$ cat src/rtl/apb_sram_bridge.sv
// APB3/APB4 slave driving port 0 of a 1rw1r SRAM macro, with byte masking and read-latency wait states.
// Optional out-of-range decode with pslverr is enabled by defining APB_SRAM_ERR_EN.
module apb_sram_bridge #(
    parameter int unsigned  ADDR_W    = 8,
    parameter int unsigned  DATA_W    = 32,
    parameter int unsigned  READ_LAT  = 1,
    parameter logic [31:0]  BASE_ADDR = 32'h0000_0000,
    localparam int unsigned STRB_W    = DATA_W / 8
) (
    input  logic              clk,
    input  logic              rst,
    input  logic [31:0]       paddr,
    input  logic              psel,
    input  logic              penable,
    input  logic              pwrite,
    input  logic [DATA_W-1:0] pwdata,
    input  logic [STRB_W-1:0] pstrb,
    output logic [DATA_W-1:0] prdata,
    output logic              pready,
    output logic              pslverr,
    output logic              sram_csb,
    output logic              sram_web,
    output logic [STRB_W-1:0] sram_wmask,
    output logic [ADDR_W-1:0] sram_addr,
    output logic [DATA_W-1:0] sram_din,
    input  logic [DATA_W-1:0] sram_dout
);

    localparam int unsigned OFF_W  = (STRB_W > 1) ? $clog2(STRB_W) : 0;
    localparam int unsigned HI_LSB = ADDR_W + OFF_W;
    localparam int unsigned CNT_W  = 3;

    localparam logic [1:0] S_IDLE = 2'd0;
    localparam logic [1:0] S_CMD  = 2'd1;
    localparam logic [1:0] S_WAIT = 2'd2;
    localparam logic [1:0] S_RESP = 2'd3;

    logic [1:0]        r_state;
    logic              r_write;
    logic [CNT_W-1:0]  r_cnt;
    logic [DATA_W-1:0] r_prdata;
    logic              r_pready;
    logic              r_pslverr;
    logic              r_sram_csb;
    logic              r_sram_web;
    logic [STRB_W-1:0] r_sram_wmask;
    logic [ADDR_W-1:0] r_sram_addr;
    logic [DATA_W-1:0] r_sram_din;

    logic [1:0]        w_state_nxt;
    logic              w_write_nxt;
    logic [CNT_W-1:0]  w_cnt_nxt;
    logic [DATA_W-1:0] w_prdata_nxt;
    logic              w_pready_nxt;
    logic              w_pslverr_nxt;
    logic              w_csb_nxt;
    logic              w_web_nxt;
    logic [STRB_W-1:0] w_wmask_nxt;
    logic [ADDR_W-1:0] w_addr_nxt;
    logic [DATA_W-1:0] w_din_nxt;

    logic              w_hit;
    logic [ADDR_W-1:0] w_word;
    logic              w_unused_paddr;

    assign w_word         = paddr[HI_LSB-1:OFF_W];
    // Byte-offset bits (and the upper bits when decode is off) are intentionally ignored
    assign w_unused_paddr = ^paddr;

`ifdef APB_SRAM_ERR_EN
    assign w_hit = (paddr[31:HI_LSB] == BASE_ADDR[31:HI_LSB]);
`else
    assign w_hit = 1'b1;
`endif

    // Next-state and next-output logic; all outputs are registered from these values
    always_comb begin
        w_state_nxt   = r_state;
        w_write_nxt   = r_write;
        w_cnt_nxt     = r_cnt;
        w_prdata_nxt  = r_prdata;
        w_pready_nxt  = 1'b0;
        w_pslverr_nxt = 1'b0;
        w_csb_nxt     = 1'b1;
        w_web_nxt     = 1'b1;
        w_wmask_nxt   = '0;
        w_addr_nxt    = r_sram_addr;
        w_din_nxt     = r_sram_din;

        case (r_state)
            S_IDLE: begin
                if (psel && !penable) begin
                    w_write_nxt = pwrite;
                    if (w_hit) begin
                        w_state_nxt = S_CMD;
                        w_csb_nxt   = 1'b0;
                        w_web_nxt   = !pwrite;
                        w_wmask_nxt = pwrite ? pstrb : {STRB_W{1'b1}};
                        w_addr_nxt  = w_word;
                        w_din_nxt   = pwdata;
                    end else begin
                        w_state_nxt   = S_RESP;
                        w_pready_nxt  = 1'b1;
                        w_pslverr_nxt = 1'b1;
                        if (!pwrite) begin
                            w_prdata_nxt = '0;
                        end
                    end
                end
            end
            S_CMD: begin
                if (!psel) begin
                    w_state_nxt = S_IDLE;
                end else if (r_write) begin
                    w_state_nxt  = S_RESP;
                    w_pready_nxt = 1'b1;
                end else begin
                    w_state_nxt = S_WAIT;
                    w_cnt_nxt   = CNT_W'(READ_LAT);
                end
            end
            S_WAIT: begin
                if (!psel) begin
                    w_state_nxt = S_IDLE;
                end else if (r_cnt == CNT_W'(1)) begin
                    w_state_nxt  = S_RESP;
                    w_pready_nxt = 1'b1;
                    w_prdata_nxt = sram_dout;
                end else begin
                    w_cnt_nxt = r_cnt - CNT_W'(1);
                end
            end
            default: begin
                w_state_nxt = S_IDLE;
            end
        endcase
    end

    always_ff @(posedge clk) begin
        if (rst) begin
            r_state      <= S_IDLE;
            r_write      <= 1'b0;
            r_cnt        <= '0;
            r_prdata     <= '0;
            r_pready     <= 1'b0;
            r_pslverr    <= 1'b0;
            r_sram_csb   <= 1'b1;
            r_sram_web   <= 1'b1;
            r_sram_wmask <= '0;
            r_sram_addr  <= '0;
            r_sram_din   <= '0;
        end else begin
            r_state      <= w_state_nxt;
            r_write      <= w_write_nxt;
            r_cnt        <= w_cnt_nxt;
            r_prdata     <= w_prdata_nxt;
            r_pready     <= w_pready_nxt;
            r_pslverr    <= w_pslverr_nxt;
            r_sram_csb   <= w_csb_nxt;
            r_sram_web   <= w_web_nxt;
            r_sram_wmask <= w_wmask_nxt;
            r_sram_addr  <= w_addr_nxt;
            r_sram_din   <= w_din_nxt;
        end
    end

    assign prdata     = r_prdata;
    assign pready     = r_pready;
    assign pslverr    = r_pslverr;
    assign sram_csb   = r_sram_csb;
    assign sram_web   = r_sram_web;
    assign sram_wmask = r_sram_wmask;
    assign sram_addr  = r_sram_addr;
    assign sram_din   = r_sram_din;

endmodule

$ cat config.mk
export PLATFORM = sky130hd
export DESIGN_NAME = apb_sram_bridge
export DESIGN_NICKNAME = d
export VERILOG_FILES = /design/src/rtl/apb_sram_bridge.sv
export SDC_FILE = /design/constraint.sdc
export NUM_CORES = 1
export LEC_CHECK = 0
export CAP_MARGIN = 10
export CORE_MARGIN = 8
export CORE_UTILIZATION = 56
export DETAILED_ROUTE_END_ITERATION = 8
export DONT_BUFFER_PORTS = 1
export PLACE_DENSITY = 0.74
export SLEW_MARGIN = 25
export SYNTH_ARGS = -nofsm -noshare
export SYNTH_HDL_FRONTEND = slang
export SYNTH_SLANG_ARGS = --single-unit
export TNS_END_PERCENT = 1
$ cat constraint.sdc
create_clock -name clk -period 2.25 [get_ports clk]
set_clock_uncertainty 0.1 [all_clocks]
set_input_delay 0.675 -clock clk [delete_from_list [all_inputs] [get_ports clk]]
set_output_delay 0.675 -clock clk [all_outputs]
set_load 0.05 [all_outputs]
==> impl_metrics.yaml, run 1 <==
layout:
  multi_input_area_mm2: 0.00112
  area.sequential_mm2: 0.00170
  layout-drive-gt1-share: 0.0882
  syn_to_final_growth_pct: 6.99
  nNetsFinal: 413
  fin_area_mm2: 0.00318
  antenna_cells: 0
  nFillCells: 438
pwr:
  powerDensity_mw_per_mm2: 948
  power_leakage_nw: 1.20
  vdd_drop_max_mv: 0.549
timing:
  min_period_ns: 1.97
  finalSetupViolations: 0
  maxSlewViolCount: 0
  rsz0062_at_grt: "false"
  fin_crit_sh: 0.875
  relSlewSlack: 0.622
  fmax_mhz: 508
  finalHoldViolations: 0
  worst_slew_pin_slew_ns: 0.566
  fin_tns_setup_ns: 0
synthesis:
  netlist.area_leader.share: 0.572
  ys_seq_area_frac: 0.572
  yosys_warnings: 0
  async_flop_share: 0
  synth_ff_type: "dfxtp_1"
  ys_ff_latch: 85
  synth_area_leaders: "dfxtp_1 (57%), a22o_1 (12%), nand2_1 (9.0%), a21oi_1 (7.1%), ha_1 (2.9%)"
  netlist_area_mm2: 0.00297
  synth_top_cell_by_area: "dfxtp_1"
  synthDistinctLibCells: 30
  synth_area_per_cell_um2: 9.68
  synth_enable_flop_cells: 0
  synthCells: 307
  synth_nets: 419
die:
  io_pins: 185
  num_rows: 26
  core_area_mm2: 0.00511
  die_h_um: 88.9
  die_area_mm2: 0.00790
  initial_core_util: 0.582
  die_w_um: 88.9
setup_path:
  ff2ff_path_depth: 6
  path_cells: "inv_1 -> ha_1 -> nor2b_1 -> a2111oi_0 -> a21o_1 -> a221oi_1"
  path_max_fanout: 13
  critical_path_required_ns: 2.35
  crit_type: "flop to flop"
  startpoint_type: "flop"
  cp_slowest_cell: "a2111oi_0"
  slowest_delay_ns: 0.46
  critPathArrivalTime_ns: 2.07
  end_kind: "flop"
cts:
  cts_tree: "yes"
  clk_path_buf_depth: 2
  htreeDepth: 3
  post_cts_buffers: 0
  clock_sinks: 85
  ctsResizeCount: 0
  clkSlewWorstSetupHoldPaths_ns: 0.08
  cts_made_buffers: 9
  clock_latency_ns: 0.33
  cts_hold_buffers: 0
  cts-root-buf: "clkbuf_8"
placed_design:
  placed_area_mm2: 0.00300
  portBuffers: 0
  dp_hpwl_um: 5130
  gp_congestion: 0.721
routing:
  drt_iter0_drc: 64
  routed_wirelength_um: 6800
  wl_per_cell_um: 18.1
  drt-pass1-iter-count: 4
  drc: 0
  drt.antenna.violating_nets: 0
  viasPerCell: 5.57
  vias: 2096
status:
  status: "finished, final reports clean"
global_route:
  gr-usage-met1: 0.170
  grt_pass1_vias: 2184
  grt_pass1_wl_um: 10400
  grt_max_degree: 42
  gr-total-overflow: 0
  antenna_found_initial: 0
  grtUsageMet2: 0.279
  use_met3: 0.0882
  busiest_layer: "met2"
  grt_usage: 0.168
job:
  drv_cap: 0
worst_hold_path:
  hold_depth: 1
  hold_class: "input port to flop"
==> through the flow <==
step | util | worst slack [ns] | hold WS (ns) | std cells | power (W)
6_report | 0.623 | 0.281 | 0.310 | 376 | 0.00302
3_3_place_gp | 0.587 | 0.428 | 0.370 | 360 | 0.00208
5_1_grt | 0.623 | 0.125 | 0.284 | 376 | 0.00315
2_1_floorplan | - | 0.474 | 0.343 | 307 | 0.00205
4_1_cts | 0.623 | 0.281 | 0.283 | 376 | 0.00305
3_5_place_dp | 0.587 | 0.294 | 0.375 | 360 | 0.00209
==> report_power, final <==
part           leakage [nW]  switching (W)  internal, W
combinational         0.420       0.000123     0.000107
clock                0.0893       0.000527     0.000439
sequential            0.690       0.000250      0.00157
==> cells in the mapped netlist, types with 3 or more instances <==
| library cell | number |
|---|---|
| nor2b_1 | 3 |
| a22o_1 | 40 |
| dfxtp_1 | 85 |
| clkbuf_1 | 8 |
| nand2_1 | 71 |
| nand3_1 | 3 |
| nor2_1 | 3 |
| inv_1 | 9 |
| buf_2 | 13 |
| a21oi_1 | 42 |
| ha_1 | 7 |
==> per-layer routing <==
layer	wire length (µm)	vias up
li1	-	1033
met1	2360	952
met2	3360	107
met3	1030	4
met4	44	0
met5	0	-
==> worst max-delay path, delay by kind of cell (launching register included) <==
family	cells	cell delay (ns)
adders and majority gates	1	0.35
AOI/OAI and AO/OA	3	0.66
DFF	1	0.42
buffers and inverters	1	0.09
and+or+nand+nor	1	0.22
==> cell type report <==
| cell class | count | share of cell area |
|---|---|---|
| Sequential cell | 85 | 0.535 |
| Inverter | 9 | 0.0106 |
| Multi-Input combinational cell | 189 | 0.352 |
| Clock buffer | 10 | 0.0433 |
| Clock inverter | 6 | 0.0146 |
| Tap cell | 70 | 0.0275 |
| Timing Repair Buffer | 7 | 0.0165 |
==> cells by family after synthesis <==
kind of cell,after synthesis,synth area share
AOI/OAI and AO/OA,90,0.212
and+or+nand+nor,90,0.130
DFF,85,0.572
buffers and inverters,33,0.0522
adders and majority gates,7,0.0295
muxes,1,0.00337
other,1,0.00126
==> state kept, by name (all words and copies together) (netlist names) <==
name and cells:
prdata 32, pready 1, r_cnt 3, r_state 2
r_write 1, sram_addr 8, sram_csb 1, sram_din 32
sram_web 1, sram_wmask 4
==> final timing paths <==
path	from	end	slack, ns
setup / recovery	r_state[0]	r_cnt[0]	0.28
hold / removal	rst	prdata[4]	0.31
setup reg to reg	r_state[0]	r_cnt[0]	0.28
hold reg to reg	r_write	r_write	0.38
==> placed cells by master (no fill, tap or decap), types with 2 or more instances in the layout <==
cell,count
nor3_1,2
dfxtp_1,85
nand3_1,3
nor2b_1,2
inv_1,9
nor2_1,2
nand2_1,71
ha_1,7
clkinvlp_4,2
a22o_1,40
clkbuf_8,10
nand2b_1,2
inv_6,2
buf_4,7
a21o_1,2
a21oi_1,42
No activity file was read; power rests on OpenSTA's default activity.
==> inputs of run 2 (changes only) <==
--- a/config.mk
+++ b/config.mk
@@ -10,7 +10,7 @@
 export CORE_UTILIZATION = 56
 export DETAILED_ROUTE_END_ITERATION = 8
 export DONT_BUFFER_PORTS = 1
-export PLACE_DENSITY = 0.74
+export PLACE_DENSITY = 0.76
 export SLEW_MARGIN = 25
 export SYNTH_ARGS = -nofsm -noshare
 export SYNTH_HDL_FRONTEND = slang
==> constraint.sdc (replaced) <==
create_clock -name clk -period 1.9 [get_ports clk]
set_clock_uncertainty 0.1 [all_clocks]
set_input_delay 0.57 -clock clk [delete_from_list [all_inputs] [get_ports clk]]
set_output_delay 0.57 -clock clk [all_outputs]
set_load 0.05 [all_outputs]
==> impl_metrics.yaml, run 2 (synthesis gave the netlist of run 1 again) <==
layout:
  syn_to_final_growth_pct: 10.6
  area.sequential_mm2: 0.00170
  final_common_cell: "dfxtp_1"
  fin_area_mm2: 0.00329
  layout_common_cells: "dfxtp_1 (85), nand2_1 (71), a21oi_1 (42)"
  nNetsFinal: 415
  nFillCells: 438
  layout-drive-gt1-share: 0.0909
  antenna_cells: 0
  post-route-util: 0.644
  multi_input_area_mm2: 0.00112
die:
  num_rows: 26
  die_h_um: 88.9
  io_pins: 185
  initial_core_util: 0.582
  core_area_mm2: 0.00511
  die_area_mm2: 0.00790
  die_w_um: 88.9
setup_path:
  startpoint_type: "flop"
  crit_buf_inv: 1
  rrSetupSlack_ns: 0.14
  timing.rr.start: "r_cnt[1]"
  startpoint: "r_cnt[1]"
  ff2ff_path_depth: 6
  slowest_delay_ns: 0.51
  worst-path-stages: 6
  path_cells: "inv_1 -> ha_1 -> nor2b_4 -> o2bb2ai_2 -> or4b_1 -> a21oi_1"
  crit_path_end: "r_state[1]"
  crit_type: "flop to flop"
  critical_path_required_ns: 2.06
  cp_slowest_cell: "or4b_1"
  reg2reg_to: "r_state[1]"
  path_max_fanout: 8
  crit_family: "simple AND/OR/NAND/NOR gates"
  critPathArrivalTime_ns: 1.92
  end_kind: "flop"
pwr:
  vdd_drop_max_mv: 0.682
  power_leakage_nw: 1.25
  powerDensity_mw_per_mm2: 1160
worst_hold_path:
  worstHoldStart: "rst"
  hold_class: "input port to flop"
routing:
  wl_per_cell_um: 18.7
  drt-pass1-iter-count: 4
  drc: 0
  drt.antenna.violating_nets: 0
  drt_iter0_drc: 60
  routed_wirelength_um: 7080
  vias: 2106
  viasPerCell: 5.57
timing:
  maxSlewViolCount: 0
  min_period_ns: 1.76
  finalHoldViolations: 0
  worst_slew_pin_slew_ns: 0.550
  holdWs_ns: 0.203
  fin_tns_setup_ns: 0
  relSlewSlack: 0.633
  setup_ws_ns: 0.144
  fmax_mhz: 570
  finalSetupViolations: 0
  rsz0062_at_grt: "false"
  fin_crit_sh: 0.924
cts:
  clock_latency_ns: 0.32
  clkSlewWorstSetupHoldPaths_ns: 0.08
  cts_tree: "yes"
  clock_sinks: 85
  clk_path_buf_depth: 2
  cts_hold_buffers: 0
  cts-root-buf: "clkbuf_8"
  cts_made_buffers: 9
  htreeDepth: 3
global_route:
  grt_pass1_wl_um: 10400
  grt_usage: 0.172
  gr-total-overflow: 0
  grt_max_degree: 43
  grt_pass1_vias: 2083
  antenna_found_initial: 0
placed_design:
  gp_congestion: 0.833
  dp_slack_ns: 0.169
  portBuffers: 0
  placed_area_mm2: 0.00306
  dp_hpwl_um: 5320
job:
  drv_cap: 0
status:
  status: "finished, final reports clean"
## run 2: cell count changes in the layout (fill, tap and decap cells not counted), moves of 2 or more
cell	previous run	this run
clkinvlp_4	2	0
buf_4	7	5
inv_6	2	0
buf_12	0	4
bufinv_16	0	2
## run 2: worst min path at each step
stage                       endpoint  slack (ns)  depth (start not counted)
after detailed placement     r_write        0.37                          2
after global placement       r_write        0.37                          2
after CTS                 prdata[23]        0.18                          1
final                     prdata[23]        0.20                          1
after floorplan              r_write        0.34                          2
after global routing      prdata[23]        0.18                          1
## run 2: timing repair
action                                  CTS  global route
endpoints found under the setup margin    0             1
buffers inserted                          0             0
resized for setup                         0             1
## run 2: layout make-up
cell class | count | area share
well taps | 70 | 0.0266
flip-flops and latches | 85 | 0.518
inverters | 9 | 0.0103
repair buffers | 9 | 0.0358
multi-input cells | 189 | 0.341
clock buffers | 12 | 0.0472
clock inverters | 4 | 0.0213
## run 2: worst reg2reg max path, stage by stage, from the launching register on
cell and delay (ns):
dfxtp_1 0.30, inv_1 0.09, ha_1 0.18, nor2b_4 0.24, o2bb2ai_2 0.12, or4b_1 0.51, a21oi_1 0.15
## run 2: per-layer routing
metal | up-vias | track usage | share of wire
met5 | - | 0 | 0
met4 | 0 | 0.0799 | 0.014
met3 | 9 | 0.0929 | 0.15
met2 | 117 | 0.261 | 0.45
met1 | 942 | 0.192 | 0.39
li1 | 1038 | - | -
## run 2: through the flow
| stage | cells | power (W) |
|---|---|---|
| after floorplan | 307 | 0.00243 |
| final | 378 | 0.00382 |
| after global routing | 378 | 0.00399 |
| after detailed placement | 362 | 0.00248 |
| after CTS | 378 | 0.00386 |
| after global placement | 362 | 0.00247 |
## run 2: power breakdown
| group | leakage [nW] | internal (W) | switching (W) | total (W) |
|---|---|---|---|---|
| Combinational | 0.446 | 0.000135 | 0.000144 | 0.000279 |
| Clock | 0.116 | 0.000809 | 0.000570 | 0.00138 |
| Sequential | 0.690 | 0.00186 | 0.000295 | 0.00216 |
==> inputs of run 3 (changes only) <==
--- a/config.mk
+++ b/config.mk
@@ -5,12 +5,12 @@
 export SDC_FILE = /design/constraint.sdc
 export NUM_CORES = 1
 export LEC_CHECK = 0
-export CAP_MARGIN = 10
 export CORE_MARGIN = 8
 export CORE_UTILIZATION = 56
 export DETAILED_ROUTE_END_ITERATION = 8
 export DONT_BUFFER_PORTS = 1
 export PLACE_DENSITY = 0.76
+export RECOVER_POWER = 100
 export SLEW_MARGIN = 25
 export SYNTH_ARGS = -nofsm -noshare
 export SYNTH_HDL_FRONTEND = slang
==> impl_metrics.yaml, run 3 (synthesis gave the netlist of run 1 again) <==
die:
  initial_core_util: 0.582
  die_area_mm2: 0.00790
  die_h_um: 88.9
  io_pins: 185
  num_rows: 26
  die_w_um: 88.9
  core_area_mm2: 0.00511
pwr:
  p_sw_w: 0.00101
  total_power_w: 0.00381
  vdd_drop_max_mv: 0.682
  powerDensity_mw_per_mm2: 1160
  power_frac_seq: 0.566
  power_leakage_nw: 1.25
  clkPwrFrac: 0.362
  p_int_w: 0.00280
  p_comb_frac: 0.072
  switching_share: 0.265
setup_path:
  timing.rr.start: "r_cnt[1]"
  startpoint: "r_cnt[1]"
  path_cells: "inv_1 -> ha_1 -> nor2b_4 -> o2bb2ai_2 -> or4b_1 -> a21oi_1"
  crit_family: "simple AND/OR/NAND/NOR gates"
  path_max_fanout: 8
  crit_path_end: "r_state[1]"
  crit_type: "flop to flop"
  rrSetupSlack_ns: 0.14
  cp_slowest_cell: "or4b_1"
  ff2ff_path_depth: 6
  end_kind: "flop"
  worst-path-stages: 6
  startpoint_type: "flop"
  critPathArrivalTime_ns: 1.92
  reg2reg_to: "r_state[1]"
  critical_path_required_ns: 2.06
  crit_buf_inv: 1
  slowest_delay_ns: 0.51
layout:
  layout-drive-gt1-share: 0.0812
  final_common_cell: "dfxtp_1"
  layout_common_cells: "dfxtp_1 (85), nand2_1 (71), a21oi_1 (42)"
  antenna_cells: 0
  post-route-util: 0.642
  syn_to_final_growth_pct: 10.2
  nNetsFinal: 415
global_route:
  grt_pass1_wl_um: 10400
  grt_usage: 0.172
  grt_pass1_vias: 2083
  antenna_found_initial: 0
  grt_max_degree: 43
  gr-total-overflow: 0
timing:
  worst_slew_pin_slew_ns: 0.548
  fin_tns_setup_ns: 0
  rsz0062_at_grt: "false"
  maxSlewViolCount: 0
  finalHoldViolations: 0
  finalSetupViolations: 0
  setup_ws_ns: 0.144
  fmax_mhz: 570
  relSlewSlack: 0.634
  fin_crit_sh: 0.924
  min_period_ns: 1.76
routing:
  drt_iter0_drc: 56
  drt-pass1-iter-count: 4
  viasPerCell: 5.57
  routed_wirelength_um: 7080
  vias: 2106
  drt.antenna.violating_nets: 0
  drc: 0
  wl_per_cell_um: 18.7
cts:
  cts-root-buf: "clkbuf_8"
  htreeDepth: 3
  clock_sinks: 85
  cts_tree: "yes"
  clock_latency_ns: 0.32
  cts_made_buffers: 9
  clkSlewWorstSetupHoldPaths_ns: 0.08
  cts_hold_buffers: 0
  clk_path_buf_depth: 2
worst_hold_path:
  hold_class: "input port to flop"
placed_design:
  dp_hpwl_um: 5320
  portBuffers: 0
  gp_congestion: 0.833
  dp_slack_ns: 0.169
status:
  status: "finished, final reports clean"
job:
  drv_cap: 0
run 3: what timing repair did:
item,CTS,global route
gates resized for setup,0,1
setup endpoints to repair,0,1
setup buffers,0,0
run 3: worst min path at each step:
stage                 start          to  cells past startpoint
finish                  rst  prdata[23]                      1
global route            rst  prdata[23]                      1
CTS                     rst  prdata[23]                      1
detailed placement  r_write     r_write                      2
global placement    r_write     r_write                      2
floorplan           r_write     r_write                      2
run 3: worst reg2reg max path: cells and delay by family (launching register included):
| kind | cells | cell delay [ns] |
|---|---|---|
| AO/OA/AOI/OAI | 2 | 0.27 |
| adder cells (fa/ha/maj) | 1 | 0.18 |
| buffers and inverters | 1 | 0.09 |
| flip-flops | 1 | 0.30 |
| AND/OR/NAND/NOR | 2 | 0.75 |
run 3: stage by stage:
stage	hold slack, ns	area, µm²	std cells
3_3_place_gp	0.368	3060	362
4_1_cts	0.182	3290	378
5_1_grt	0.175	3280	378
6_report	0.203	3280	378
3_5_place_dp	0.373	3060	362
2_1_floorplan	0.343	2970	307
run 3: final cells by class:
| class | instances | area, µm² |
|---|---|---|
| fillers | 442 | 1830 |
| flip-flops and latches | 85 | 1700 |
| multi-input cells | 189 | 1120 |
| clock buffers | 12 | 155 |
| repair buffers | 9 | 111 |
| well taps | 70 | 87.6 |
| clock inverters | 4 | 70.1 |
| inverters | 9 | 33.8 |
run 3: routing by layer:
metal,part of all wire,global-route usage,vias to the layer above
li1,-,-,1039
met1,0.39,0.192,941
met2,0.45,0.261,117
met3,0.15,0.0929,9
met4,0.014,0.0799,0
met5,0,0,-
run 3: power groups by stage:
stage	Clock (W)	Combinational, W	Sequential (W)
global route	0.00151	0.000310	0.00217
finish	0.00138	0.000276	0.00216
floorplan	0	0.000252	0.00218
detailed placement	0	0.000281	0.00220
global placement	0	0.000269	0.00220
CTS	0.00142	0.000281	0.00216
